File: src/rtl/tank_pkg.sv
`default_nettype none
// ----------------------------------------------------------------------------
// tank_pkg : directions, screen sizes and bullet states shared by tank logic
// Rev 1.0
// ----------------------------------------------------------------------------
package tank_pkg;

  localparam logic [3:0] DIR_UP    = 4'b0001;
  localparam logic [3:0] DIR_DOWN  = 4'b0010;
  localparam logic [3:0] DIR_LEFT  = 4'b0100;
  localparam logic [3:0] DIR_RIGHT = 4'b1000;

  localparam int DEF_SCREEN_W = 640;
  localparam int DEF_SCREEN_H = 480;

  // Off-screen coordinate that keeps the renderer's comparators false.
  localparam logic [9:0] PARK_POS = 10'd1023;

  typedef enum logic [1:0] {
    IDLE     = 2'd0,
    SPAWN    = 2'd1,
    FLY      = 2'd2,
    COOLDOWN = 2'd3
  } bullet_state_t;

  function automatic logic is_onehot4(input logic [3:0] v);
    return (v == DIR_UP) || (v == DIR_DOWN) || (v == DIR_LEFT) || (v == DIR_RIGHT);
  endfunction

endpackage : tank_pkg
`default_nettype wire

File: src/rtl/bullet_bounds_check.sv
`default_nettype none
// ----------------------------------------------------------------------------
// bullet_bounds_check : combinational test that a signed bullet corner is on screen
// Rev 1.0
// ----------------------------------------------------------------------------
module bullet_bounds_check #(
  parameter int MAX_X = 632,
  parameter int MAX_Y = 472
) (
  input  logic signed [10:0] x_i,
  input  logic signed [10:0] y_i,
  output logic               in_bounds_o
);

  localparam logic signed [10:0] c_MAX_X = 11'(MAX_X);
  localparam logic signed [10:0] c_MAX_Y = 11'(MAX_Y);

  assign in_bounds_o = !x_i[10] && !y_i[10] && (x_i <= c_MAX_X) && (y_i <= c_MAX_Y);

endmodule : bullet_bounds_check
`default_nettype wire

File: src/rtl/bullet_controller.sv
`default_nettype none
// ----------------------------------------------------------------------------
// bullet_controller : spawn, per-frame motion, retirement and cooldown of one bullet
// Rev 1.0
// ----------------------------------------------------------------------------
module bullet_controller
  import tank_pkg::*;
#(
  parameter int SCREEN_W        = DEF_SCREEN_W,
  parameter int SCREEN_H        = DEF_SCREEN_H,
  parameter int TANK_SIZE       = 32,
  parameter int BULLET_SIZE     = 8,
  parameter int SPEED           = 4,
  parameter int COOLDOWN_FRAMES = 15
) (
  input  logic       vga_clk,
  input  logic       reset_n,
  input  logic       frame_tick,
  input  logic       fire,
  input  logic [9:0] tankx,
  input  logic [9:0] tanky,
  input  logic [3:0] TankDir,
  input  logic       hit,
  output logic [9:0] bullet_x,
  output logic [9:0] bullet_y,
  output logic [3:0] bullet_dir,
  output logic       bullet_active,
  output logic       fire_ready
);

  localparam int CD_W = (COOLDOWN_FRAMES < 2) ? 1 : $clog2(COOLDOWN_FRAMES + 1);

  localparam logic signed [10:0] c_CENTER = 11'((TANK_SIZE - BULLET_SIZE) / 2);
  localparam logic signed [10:0] c_TANK   = 11'(TANK_SIZE);
  localparam logic signed [10:0] c_BULLET = 11'(BULLET_SIZE);
  localparam logic signed [10:0] c_SPEED  = 11'(SPEED);
  localparam logic [CD_W-1:0]    c_CD     = CD_W'(COOLDOWN_FRAMES);
  localparam bullet_state_t      c_RETIRE = (COOLDOWN_FRAMES == 0) ? IDLE : COOLDOWN;

  bullet_state_t   state_q, state_d;
  logic            fire_q;
  logic            hold_q;
  logic [3:0]      dir_q, dir_d;
  logic [9:0]      x_q, x_d;
  logic [9:0]      y_q, y_d;
  logic            active_q, active_d;
  logic            ready_q, ready_d;
  logic [CD_W-1:0] cd_q, cd_d;

  logic signed [10:0] tank_x_s, tank_y_s, cur_x_s, cur_y_s;
  logic signed [10:0] spawn_x, spawn_y, step_x, step_y;
  logic               spawn_ok, step_ok, fire_edge, retire;

  // hold_q masks a button that was already down when reset released.
  assign fire_edge = fire & ~fire_q & ~hold_q;

  assign tank_x_s = signed'({1'b0, tankx});
  assign tank_y_s = signed'({1'b0, tanky});
  assign cur_x_s  = signed'({1'b0, x_q});
  assign cur_y_s  = signed'({1'b0, y_q});

  always_comb begin
    spawn_x = tank_x_s + c_CENTER;
    spawn_y = tank_y_s + c_CENTER;
    step_x  = cur_x_s;
    step_y  = cur_y_s;
    case (dir_q)
      DIR_UP: begin
        spawn_y = tank_y_s - c_BULLET;
        step_y  = cur_y_s - c_SPEED;
      end
      DIR_DOWN: begin
        spawn_y = tank_y_s + c_TANK;
        step_y  = cur_y_s + c_SPEED;
      end
      DIR_LEFT: begin
        spawn_x = tank_x_s - c_BULLET;
        step_x  = cur_x_s - c_SPEED;
      end
      DIR_RIGHT: begin
        spawn_x = tank_x_s + c_TANK;
        step_x  = cur_x_s + c_SPEED;
      end
      default: ;
    endcase
  end

  bullet_bounds_check #(
    .MAX_X(SCREEN_W - BULLET_SIZE),
    .MAX_Y(SCREEN_H - BULLET_SIZE)
  ) u_spawn_bounds (
    .x_i        (spawn_x),
    .y_i        (spawn_y),
    .in_bounds_o(spawn_ok)
  );

  bullet_bounds_check #(
    .MAX_X(SCREEN_W - BULLET_SIZE),
    .MAX_Y(SCREEN_H - BULLET_SIZE)
  ) u_step_bounds (
    .x_i        (step_x),
    .y_i        (step_y),
    .in_bounds_o(step_ok)
  );

  always_comb begin
    state_d  = state_q;
    dir_d    = dir_q;
    x_d      = x_q;
    y_d      = y_q;
    active_d = active_q;
    cd_d     = cd_q;
    retire   = 1'b0;

    case (state_q)
      IDLE: begin
        if (fire_edge && is_onehot4(TankDir)) begin
          state_d = SPAWN;
          dir_d   = TankDir;
        end
      end
      SPAWN: begin
        if (spawn_ok) begin
          state_d  = FLY;
          x_d      = spawn_x[9:0];
          y_d      = spawn_y[9:0];
          active_d = 1'b1;
        end else begin
          retire = 1'b1;
        end
      end
      FLY: begin
        if (hit) begin
          retire = 1'b1;
        end else if (frame_tick) begin
          if (step_ok) begin
            x_d = step_x[9:0];
            y_d = step_y[9:0];
          end else begin
            retire = 1'b1;
          end
        end
      end
      COOLDOWN: begin
        if (frame_tick) begin
          if (cd_q <= CD_W'(1)) begin
            state_d = IDLE;
            cd_d    = '0;
          end else begin
            cd_d = cd_q - CD_W'(1);
          end
        end
      end
      default: state_d = IDLE;
    endcase

    if (retire) begin
      state_d  = c_RETIRE;
      cd_d     = c_CD;
      x_d      = PARK_POS;
      y_d      = PARK_POS;
      active_d = 1'b0;
    end

    ready_d = (state_d == IDLE);
  end

  always_ff @(posedge vga_clk) begin
    if (!reset_n) begin
      state_q  <= IDLE;
      fire_q   <= 1'b0;
      hold_q   <= fire;
      dir_q    <= 4'd0;
      x_q      <= PARK_POS;
      y_q      <= PARK_POS;
      active_q <= 1'b0;
      ready_q  <= 1'b1;
      cd_q     <= '0;
    end else begin
      state_q  <= state_d;
      fire_q   <= fire;
      hold_q   <= hold_q & fire;
      dir_q    <= dir_d;
      x_q      <= x_d;
      y_q      <= y_d;
      active_q <= active_d;
      ready_q  <= ready_d;
      cd_q     <= cd_d;
    end
  end

  assign bullet_x      = x_q;
  assign bullet_y      = y_q;
  assign bullet_dir    = dir_q;
  assign bullet_active = active_q;
  assign fire_ready    = ready_q;

endmodule : bullet_controller
`default_nettype wire

File: config.mk
export PLATFORM = sky130hd
export DESIGN_NAME = bullet_controller
export DESIGN_NICKNAME = d
export VERILOG_FILES = /design/src/rtl/tank_pkg.sv /design/src/rtl/bullet_bounds_check.sv /design/src/rtl/bullet_controller.sv
export SDC_FILE = /design/constraint.sdc
export NUM_CORES = 1
export LEC_CHECK = 0
export BUFFER_PORTS_ARGS = -buffer_cell sky130_fd_sc_hd__buf_4
export CAP_MARGIN = 15
export CORE_ASPECT_RATIO = 1.1
export CORE_UTILIZATION = 45
export DETAILED_ROUTE_END_ITERATION = 8
export PLACE_DENSITY = 0.73
export REMOVE_ABC_BUFFERS = 1
export SETUP_SLACK_MARGIN = 0.5
export SLEW_MARGIN = 5
export SYNTH_ARGS = -nofsm -noshare
export SYNTH_HDL_FRONTEND = slang
export SYNTH_SLANG_ARGS = --single-unit
File: constraint.sdc
create_clock -name vga_clk -period 10.9 [get_ports vga_clk]
set_input_delay 1.09 -clock vga_clk [delete_from_list [all_inputs] [get_ports vga_clk]]
set_output_delay 1.09 -clock vga_clk [all_outputs]
set_load 0.05 [all_outputs]
# Word-level counts from Yosys, hierarchy flattened
# Index checks and enable logic that the tools add are counted.
# W data, S select, Z words.
# op_classes
n_bitwise	6
eq_ne	15
addsub	11
reduce_logical	24
magnitude_cmp	5
n_mux	30
# ops
operator	n
$pmux W11 S2	4
$mux W10	8
$pmux W10 S2	2
$add A10 B3 Y11 const B	2
$add A10 B4 Y11 const B	2
$add A10 B6 Y11 const B	2
$le A11 B10 Y1 const B	2
$le A11 B11 Y1 const B	2
$sub A10 B3 Y11 const B	2
$sub A10 B4 Y11 const B	2
$mux W4	4
$mux W2	5
$eq A4 B1 Y1 const B	2
$eq A4 B2 Y1 const B	2
$eq A4 B3 Y1 const B	2
$eq A4 B4 Y1 const B	2
$ne A2 B2 Y1 const B	4
$logic_and A1 B1 Y1	7
$pmux W2 S3	1
$reduce_and A2 Y1	3
$reduce_bool A2 Y1	3
$mux W1	5
$reduce_and A5 Y1	1
$eq A2 B2 Y1 const B	2
10 further kinds	20
# word_totals
word_cells	100
out_inout_bits	26
ff_bits	34

# Logic depth before layout (Yosys ltp)
# depth
depth_word	12
mapped_depth	16
depth_no_buf	14

# Hierarchy
# From an unflattened synthesis, not the netlist that was laid out.
# hier_totals
cells_unflattened	469
hier_area_um2	3661.0
# modules_own_cells
mod	cells_per_inst	seq_area_each_um2	instances	area_each_um2
bullet_controller	449	680.7	1	3540.9
bullet_bounds_check	10	0.0	2	60.1

# Worst setup path after synthesis
# OpenSTA, ideal clock, no wires.
# synth_timing
kind	register -> register
startpoint	register dir_q[1], in the netlist bullet_dir[1]
endpoint	register x_q[8], in the netlist bullet_x[8]
path_stages_with_launch	15
slack_ns	6.306
arrival_time_ns	4.532
path_cell_list	dfxtp_1 > clkbuf_1 > or4b_2 > ha_1 > nor2b_1 > o31a_1 > or4_1 > a21oi_1 > mux2i_1 > a2111o_1 > o31ai_1 > nand4b_4 > buf_2 > a211o_1 > nand3_1
# synth_between
elab_chain_len	11
elab_cells_between_ends	36
classes_between	order compare (4); eq/ne (6); mux (14); reduce/logical (12)
# synth_rtl
item	line_no	rtl
start, declared	bullet_controller.sv:43	logic [3:0] dir_q, dir_d;
start signal, assigned	bullet_controller.sv:183	dir_q <= dir_d;
parallel branches: the longest is 11 deep, another holds $le A11 B11 Y1	--	
end signal, assigned	bullet_controller.sv:174	x_q <= PARK_POS;
end signal, assigned	bullet_controller.sv:184	x_q <= x_d;
end, declared	bullet_controller.sv:44	logic [9:0] x_q, x_d;
# Parallel ways; which one is timed is not known. The select of a mux whose other input is x is not followed.
# A chain may end at the register's enable or synchronous reset.

# Worst setup path after layout
# layout_timing
startpoint	register dir_q[1], in the netlist bullet_dir[1]
endpoint	register y_q[2], in the netlist bullet_y[2]
# layout_between
elab_chain_len	11
elab_cells_between_ends	36
classes_between	order compare (4); eq/ne (6); mux (14); reduce/logical (12)
# layout_rtl
item	line_no	rtl
parallel branches: the longest is 11 deep, another holds $le A11 B11 Y1	--	
end signal, assigned	bullet_controller.sv:185	y_q <= y_d;
end, declared	bullet_controller.sv:45	logic [9:0] y_q, y_d;
# Parallel ways; which one is timed is not known. The select of a mux whose other input is x is not followed.

==> impl_metrics.tcl <==
set metrics [dict create \
    vias_per_cell 6.10 \
    final_util_pct 53.7 \
    ir_worst_vdd_uv 52.4 \
    die_w_um 88.1 \
    core-area_sq_um 7910 \
    ys_async_sr_fraction_pct 0 \
    cp_data_arrival_time_ps 5390 \
    cts_max_path_buffers 2 \
    layout-drive-gt1-share_pct 15.5 \
    fin_skew_ps 12.0 \
    grt_start_max_net_pins 31 \
    overflow 0 \
    yosysWarnings 0 \
    clock_latency_ps 300 \
    clk_pin_slew_ps 90 \
    port_buffers 54 \
    cts_max_level 2 \
    syn_avg_cell_area_sq_um 7.74 \
    crit_type "reg -> reg" \
    hold_buffers 0 \
    syn-cell-area_sq_um 3670 \
    gp_congestion 0.909 \
    holdWs_ps 477 \
    stdcell_area_sq_um 4250 \
    finalSetupTns_ps 0 \
    drtIter0Drc 209 \
    fill_cells 791 \
    holdCritPathClass "reg -> reg" \
    synthTopCellsByArea "dfxtp_1, ha_1, a21oi_1, mux2i_1, o21ai_0" \
    max_freq_mhz 194 \
    rr_worst_depth 12 \
    grt_usage_pct 24.3 \
    cts-resized-gates 0 \
    holdPathStages 1 \
    cts-root-buf "clkbuf_8" \
    synth_top_cells_by_count "a21oi_1, dfxtp_1, nor2_1" \
    reg2reg_slack_ps 5740 \
    drc 0 \
    wirelength_um 10100 \
    grt_pass1_wl_um 16600 \
    yosysSeqAreaShare_pct 18.6 \
    rsz0062_at_grt "no" \
    dr.pass1.iters 5 \
    r2r_end "bullet_y[2]" \
    start_util_pct 46.4 \
    io_pins 55 \
    post_cts_buffers 0 \
    tightest_slew_ps 796 \
    netlist.area_leader.share_pct 18.6 \
    syn_inst 474 \
    multi_input_area_sq_um 2780 \
    dp_hpwl_um 7590 \
    syn_to_final_growth_pct 15.8 \
    hold_violations 0 \
    status "finished, final reports clean" \
    total_leakage_power_uw 0.00189 \
    dieArea_sq_um 8520 \
    synth_edf_count 0 \
    grt_pass1_vias 3555 \
    max_slew_margin_pct 45.6 \
    yosys_most_used_dff "dfxtp_1" \
    synth_top_area_cell "dfxtp_1" \
    fp.dieH_um 96.7 \
    yosysMostFrequentCell "a21oi_1" \
    cp-start-kind "flop" \
    ys_ff_latch 34 \
    antenna_found_initial 0 \
    cts_tree "built" \
    drv_slew 0 \
    cts.sinks 34 \
    layout_min_cycle_time_ps 5160 \
    finish.net_count 578 \
    cts_made_buffers 5 \
    worstHoldEndpoint "hold_q" \
    postRouteAntennaNets 0 \
    placementRows 34 \
    wl_per_cell_um 16.2 \
    synth_cell_types 68 \
    setup_violations 0 \
    final-seq-area_sq_um 681 \
    fin_crit_sh_pct 47.3 \
    route.vias.total 3803 \
    end_kind "flop" \
    diodes 0 \
    worstPathRequired_ps 11130 \
    r2r-start "bullet_dir[1]" \
    p_per_area_nw_per_um2 124 \
    hp-start "hold_q" \
    worstPathMaxFanout 27 \
    cap_violations 0 \
    placement.cell_area_sq_um 4110 \
]
[area by class of cell]
type	instances	area share (%)
repair buffers	55	9.72
clock buffers	5	1.62
clock inverters	3	1.62
multi-input cells	390	65.4
well taps	108	3.18
inverters	28	2.47
flip-flops and latches	34	16.0
[routing by layer]
layer | track usage (%) | share of wire (%)
met5 | 0 | 0
met4 | 9.43 | 3.5
met3 | 4.01 | 6.4
met2 | 39.0 | 46
met1 | 32.2 | 44
[critical path: stages, from the launching register on]
cell      delay [ps]
dfxtp_1          790
or4b_2           810
ha_1             400
nor2b_1          160
o31a_1           260
o21ai_0          220
mux2i_1          290
a211oi_1         110
a2111o_1         470
o31ai_1          430
nand4b_4         490
a221o_1          490
o21ai_1          150
[registers in the layout, indices dropped and copies added (netlist names)]
signal	cells
fire_q	1
bullet_y	10
cd_q	4
state_q	2
hold_q	1
bullet_x	10
fire_ready	1
bullet_active	1
bullet_dir	4
[report_power, final]
part           switching [uW]  internal, uW
Clock                    55.8          91.7
Sequential               15.6           136
Combinational             140          86.7
Total                     211           314
[worst max path at each step]
stage	startpoint	endpoint	slack (ps)	depth (start not counted)
after detailed placement	bullet_dir[1]	bullet_y[2]	5880	12
after floorplan	bullet_dir[1]	bullet_x[2]	6120	12
final	bullet_dir[1]	bullet_y[2]	5740	12
after global placement	bullet_dir[1]	bullet_y[2]	6030	12
after global routing	bullet_dir[1]	bullet_x[2]	5450	12
after CTS	bullet_dir[1]	bullet_y[2]	5790	12
[cells by family (layout without fill, tap and decap cells)]
group / count (synthesis) / count (layout) / share of synthesized area (%)
simple gates: 163 / 163 / 24.3
compound gates: 155 / 155 / 29.4
buf+inv: 50 / 91 / 5.80
fa+ha+maj: 35 / 35 / 12.3
flops: 34 / 34 / 18.6
mux: 19 / 19 / 5.25
xor+xnor: 18 / 18 / 4.30
[stage by stage]
| step | cells | setup slack [ps] | total power [uW] |
|---|---|---|---|
| finish | 623 | 5740 | 525 |
| global route | 623 | 5450 | 555 |
| CTS | 623 | 5790 | 525 |
| detailed placement | 615 | 5880 | 378 |
| global placement | 615 | 6030 | 373 |
| floorplan | 452 | 6120 | 314 |
[placed cells by master (no fill, tap or decap), drive strengths merged, types with 4 or more instances in the layout]
master / n
o31ai: 5
nand2: 32
nor4: 7
a21oi: 37
or4: 4
a211o: 4
o311a: 4
inv: 27
o311ai: 10
nor3b: 6
xor2: 7
xnor2: 11
buf: 55
clkbuf: 5
a211oi: 7
nand2b: 5
nor3: 17
ha: 33
nor2b: 5
o21a: 4
dfxtp: 34
a21o: 5
o211ai: 9
o21ai: 29
or2: 4
nand3: 12
or3: 4
nor2: 34
mux2i: 17
or4b: 4
and2: 8
a31oi: 6
and3: 8
Note: power is estimated with default switching activity, not from simulation.
